**config.mk**
```make
export PLATFORM = sky130hd
export DESIGN_NAME = queue_sensor_frontend
export DESIGN_NICKNAME = d
export VERILOG_FILES = /design/src/rtl/queue_sensor_frontend.sv
export SDC_FILE = /design/constraint.sdc
export NUM_CORES = 1
export LEC_CHECK = 0
export CELL_PAD_IN_SITES_DETAIL_PLACEMENT = 1
export CELL_PAD_IN_SITES_GLOBAL_PLACEMENT = 1
export CORE_MARGIN = 2
export CORE_UTILIZATION = 47
export DETAILED_ROUTE_END_ITERATION = 10
export PLACE_DENSITY_LB_ADDON = 0.1
export REMOVE_ABC_BUFFERS = 1
export SETUP_SLACK_MARGIN = 0.1
export SYNTH_ARGS = -nofsm -noshare
export SYNTH_HDL_FRONTEND = slang
export SYNTH_SLANG_ARGS = --single-unit
```
**constraint.sdc**
```tcl
create_clock -name clock -period 2.7 [get_ports clock]
set_input_delay 0.405 -clock clock [delete_from_list [all_inputs] [get_ports clock]]
set_output_delay 0.405 -clock clock [all_outputs]
set_load 0.03 [all_outputs]
```
**src/rtl/queue_sensor_frontend.sv**
```systemverilog
// -----------------------------------------------------------------------------
// queue_sensor_frontend
//
// Sits between the two raw queue photo-sensors and the occupancy counter.
// Each sensor line is synchronised and debounced. A filtered 0->1 level
// (beam broken) is a passage event, and it arms a pending flag. A small
// sequencer serves the pending flags one at a time. It emits a one-cycle
// up/down pulse, or a reject pulse when the counter is already full or empty.
//
// Ports
//   clock          system clock; all state changes on the rising edge
//   reset          asynchronous, active-low; clears all state
//   frontSensorRaw entry gate sensor, asynchronous, 1 = beam broken
//   backSensorRaw  exit gate sensor, asynchronous, 1 = beam broken
//   queueCount     current occupancy reported by the counter
//   upSignal       one-cycle increment pulse (registered)
//   downSignal     one-cycle decrement pulse (registered)
//   entryRejected  one-cycle pulse: entry dropped because the queue is full
//   exitRejected   one-cycle pulse: exit dropped because the queue is empty
//
// Sequencer states
//   state | meaning
//   ------+------------------------------------------------------------
//   IDLE  | nothing in service; arbitrate pending flags (down first)
//   PULSE | the selected output is high for this single cycle
//   GAP   | all outputs low while queueCount settles; arbitrates again
// -----------------------------------------------------------------------------
module queue_sensor_frontend #(
    parameter int numberOfBits   = 3,
    parameter int debounceCycles = 4
) (
    input  logic                    clock,
    input  logic                    reset,
    input  logic                    frontSensorRaw,
    input  logic                    backSensorRaw,
    input  logic [numberOfBits-1:0] queueCount,
    output logic                    upSignal,
    output logic                    downSignal,
    output logic                    entryRejected,
    output logic                    exitRejected
);

    // Channel index 0 = front (entry), 1 = back (exit).
    localparam logic [7:0] DEB_LAST = 8'(debounceCycles - 1);

    typedef enum logic [1:0] {
        IDLE  = 2'd0,
        PULSE = 2'd1,
        GAP   = 2'd2
    } seq_state_t;

    logic [1:0] sync_meta;
    logic [1:0] sync_lvl;
    logic [1:0] filt_lvl;
    logic [1:0] filt_lvl_d;
    logic [7:0] deb_cnt [2];
    logic [1:0] rise;

    logic       pending_up;
    logic       pending_down;

    seq_state_t state;
    seq_state_t state_next;
    logic       serve_up;
    logic       serve_down;
    logic       up_next;
    logic       down_next;
    logic       entry_rej_next;
    logic       exit_rej_next;

    logic       is_full;
    logic       is_empty;

    // -------------------------------------------------------------------------
    // Synchroniser and debounce, both channels
    // -------------------------------------------------------------------------
    always_ff @(posedge clock or negedge reset) begin
        if (!reset) begin
            sync_meta  <= '0;
            sync_lvl   <= '0;
            filt_lvl   <= '0;
            filt_lvl_d <= '0;
            deb_cnt[0] <= '0;
            deb_cnt[1] <= '0;
        end else begin
            sync_meta  <= {backSensorRaw, frontSensorRaw};
            sync_lvl   <= sync_meta;
            filt_lvl_d <= filt_lvl;
            for (int i = 0; i < 2; i++) begin
                if (sync_lvl[i] == filt_lvl[i]) begin
                    deb_cnt[i] <= '0;
                end else if (deb_cnt[i] == DEB_LAST) begin
                    // This is the debounceCycles-th consecutive disagreeing cycle.
                    filt_lvl[i] <= ~filt_lvl[i];
                    deb_cnt[i]  <= '0;
                end else begin
                    deb_cnt[i] <= deb_cnt[i] + 8'd1;
                end
            end
        end
    end

    // Only the beam-broken edge counts as an event.
    assign rise = filt_lvl & ~filt_lvl_d;

    // -------------------------------------------------------------------------
    // Pending flags: set by an event, cleared when the sequencer takes them.
    // -------------------------------------------------------------------------
    always_ff @(posedge clock or negedge reset) begin
        if (!reset) begin
            pending_up   <= 1'b0;
            pending_down <= 1'b0;
        end else begin
            pending_up   <= (pending_up   & ~serve_up)   | rise[0];
            pending_down <= (pending_down & ~serve_down) | rise[1];
        end
    end

    // A channel cannot re-arm faster than the sequencer drains it.
    a_no_overrun_up : assert property (@(posedge clock) disable iff (!reset)
        !(rise[0] && pending_up));
    a_no_overrun_down : assert property (@(posedge clock) disable iff (!reset)
        !(rise[1] && pending_down));

    // -------------------------------------------------------------------------
    // Sequencer
    // -------------------------------------------------------------------------
    assign is_full  = (queueCount == {numberOfBits{1'b1}});
    assign is_empty = (queueCount == {numberOfBits{1'b0}});

    always_ff @(posedge clock or negedge reset) begin
        if (!reset) begin
            state         <= IDLE;
            upSignal      <= 1'b0;
            downSignal    <= 1'b0;
            entryRejected <= 1'b0;
            exitRejected  <= 1'b0;
        end else begin
            state         <= state_next;
            upSignal      <= up_next;
            downSignal    <= down_next;
            entryRejected <= entry_rej_next;
            exitRejected  <= exit_rej_next;
        end
    end

    always_comb begin
        state_next     = state;
        serve_up       = 1'b0;
        serve_down     = 1'b0;
        up_next        = 1'b0;
        down_next      = 1'b0;
        entry_rej_next = 1'b0;
        exit_rej_next  = 1'b0;

        case (state)
            // GAP runs the same arbitration as IDLE. A waiting event is then
            // served two cycles after the previous pulse. That is the gap
            // cycle plus the new pulse, and queueCount has settled by then.
            IDLE, GAP: begin
                state_next = IDLE;
                if (pending_down) begin
                    serve_down    = 1'b1;
                    state_next    = PULSE;
                    down_next     = ~is_empty;
                    exit_rej_next = is_empty;
                end else if (pending_up) begin
                    serve_up       = 1'b1;
                    state_next     = PULSE;
                    up_next        = ~is_full;
                    entry_rej_next = is_full;
                end
            end
            PULSE: begin
                state_next = GAP;
            end
            default: begin
                state_next = IDLE;
            end
        endcase
    end

endmodule
```
==> results.py <==
metrics = {
    "die": {
        "rows": 18,
        "start_util": 0.502,
        "ioPinCount": 11,
        "die_h_um": 55.9,
        "die_area_um2": 3130,
        "die_w_um": 55.9,
        "coreArea_um2": 2520,
    },
    "timing": {
        "worst_slew_pin_slew_ns": 0.380,
        "fmax_mhz": 574,
        "fin_setup_tns_ns": 0,
        "slew_viol_final": 0,
        "relSlewSlack": 0.745,
        "final-hold-violation-count": 0,
        "fin_crit_ns": 1.74,
        "post-route-period-util": 0.646,
        "finClkSkew_ns": 0.00397,
        "setup_viol": 0,
        "grt_setup_unrepaired": "no",
    },
    "drt": {
        "postRouteWirelength_um": 2380,
        "drt_iter0_drc": 7,
        "dr.pass1.iters": 4,
        "vias": 874,
        "drc_errors": 0,
        "ant_nets": 0,
        "via_per_inst": 5.46,
        "wire_per_inst_um": 14.9,
    },
    "synthesis": {
        "synth_edf_count": 0,
        "synth_top_area_cell": "dfrtp_1",
        "postSynth.asyncResetShare": 1.00,
        "yosysUniqueCellTypes": 21,
        "synth_area_um2": 1270,
        "synthTopCellsByArea": "dfrtp_1 61%, nor2_1 4.4%, ha_1 4.0%",
        "synth.yosys.seq_area_share": 0.613,
        "netlist_top_cells_count": "31 x dfrtp_1, 15 x nor2_1, 8 x a21oi_1, 8 x o21ai_0",
        "synth.most_common_cell": "dfrtp_1",
        "ys_warn_count": 0,
        "syn_inst": 112,
        "synth_top_flop_cell": "dfrtp_1",
        "synth_area_per_cell_um2": 11.3,
        "ys_seq_elements": 31,
        "synth_top_area_frac": 0.613,
    },
    "final_layout": {
        "multi_input_area_um2": 475,
        "fin_area_um2": 1470,
        "num_antenna_cells": 0,
        "area_growth_pct": 15.9,
        "fillers": 274,
        "fin_nets": 141,
        "finish.utilization": 0.582,
        "drive_gt1_frac": 0.0923,
        "seq_area_um2": 776,
    },
    "worst_setup_path": {
        "crit_family": "buffers and inverters",
        "cp_slowest_stage_delay_ns": 0.67,
        "r2r_start": "deb_cnt[8]",
        "path_cells": "clkdlybuf4s50_1",
        "worstPathArrival_ns": 1.34,
        "crit_type": "register to output pin",
        "crit_start": "upSignal",
        "cp.required_ns": 2.30,
        "critPathMaxFanout": 1,
        "path_buf_inv": 1,
        "startpoint_type": "register",
        "end_kind": "output pin",
        "cp_slowest_cell": "clkdlybuf4s50_1",
    },
    "global_routing": {
        "grt_pass1_wl_um": 4060,
        "grt_antenna_before_repair": 0,
        "grt_max_degree": 32,
        "grt.total_usage": 0.173,
        "grt_remaining_overflow": 0,
        "grt_pass1_vias": 930,
    },
    "place": {
        "port_buffers": 10,
        "gp_congestion": 0.760,
        "post-dp-hpwl_um": 1780,
        "dpl_cell_area_um2": 1410,
    },
    "clock_tree": {
        "cts_root_buf": "clkbuf_4",
        "clk_latency_ns": 0.32,
        "post_cts_buffers": 0,
        "cts_tree": "built",
        "ctsHoldBuffers": 0,
        "cts_resized": 0,
        "clk_pin_slew_ns": 0.09,
        "htreeDepth": 2,
        "cts.sinks": 31,
        "cts_max_path_buffers": 2,
        "numCtsBuffers": 5,
    },
    "power_and_ir_drop": {
        "peakVddDrop_uv": 493,
        "leakage_nw": 0.651,
        "powerDensity_nw_per_um2": 825,
    },
    "run": {
        "cap_violations": 0,
    },
    "status": {
        "run_status": "completed",
    },
    "hold_path": {
        "hp-class": "register to register",
        "min-delay-start": "sync_meta[1]",
    },
}
layout make-up:
cell class	count	area share
flip-flops and latches	31	0.529
multi-input cells	77	0.324
repair buffers	11	0.0733
clock buffers	6	0.0350
well taps	30	0.0256
inverters	4	0.0102
clock inverters	1	0.00341
report_power, final:
part / internal, W / switching [W]
logic: 0.000124 / 0.000166
registers: 0.000559 / 0.0000967
clock network: 0.000120 / 0.000144
sequential cells by signal, indices dropped and copies added (netlist names):
signal	flops
downSignal	1
sync_lvl	2
exitRejected	1
filt_lvl_d	2
state	1
filt_lvl	2
pending_down	1
deb_cnt	16
entryRejected	1
upSignal	1
pending_up	1
sync_meta	2
layout by cell type (no fill, tap or decap):
cell type        count
a21o_1               2
a21oi_1              8
a31o_1               2
and3_1               1
buf_4                1
clkbuf_4             5
clkbuf_8             1
clkdlybuf4s50_1     10
clkinv_2             1
dfrtp_1             31
ha_1                 4
inv_1                4
nand2_1              6
nand2b_1             1
nand3_1              5
nand3_2              2
nand4_1              2
nor2_1              15
nor2b_1              1
nor3_1               3
nor4b_2              2
o21ai_0              8
o21ai_1              1
or3_1                6
xnor2_1              4
xor2_1               4
worst paths after layout:
path | end | slack (ns) | depth (start not counted)
worst min register to register | sync_lvl[1] | 0.35 | 0
max in group asynchronous | filt_lvl_d[1] | 1.96 | 2
worst max register to register | deb_cnt[11] | 1.26 | 4
min in group asynchronous | pending_up | 0.46 | 2
worst max-delay path | upSignal | 0.96 | 1
worst min-delay path | sync_lvl[1] | 0.35 | 0
cells by family after synthesis:
family / share of synthesized area
buffers and inverters: 0.0119
XOR/XNOR: 0.0553
adder cells (fa/ha/maj): 0.0395
AND/OR/NAND/NOR: 0.188
flip-flops: 0.613
AO/OA/AOI/OAI: 0.0929
routing by layer:
| metal | GRT usage | vias up | routed length (µm) |
|---|---|---|---|
| li1 | - | 423 | - |
| met1 | 0.207 | 431 | 1060 |
| met2 | 0.276 | 16 | 1160 |
| met3 | 0.0744 | 4 | 121 |
| met4 | 0.0714 | 0 | 40 |
| met5 | 0 | - | 0 |
per-stage QoR:
stage                     instances  power [W]  hold slack [ns]  setup slack [ns]
final                           160    0.00121            0.354             0.956
after global routing            160    0.00130            0.370             0.919
after CTS                       160    0.00123            0.359             0.933
after detailed placement        153   0.000960            0.337              1.26
after global placement          153   0.000937            0.338              1.31
after floorplan                 112   0.000841            0.109              1.47
Power figures use the tool's default switching activity.
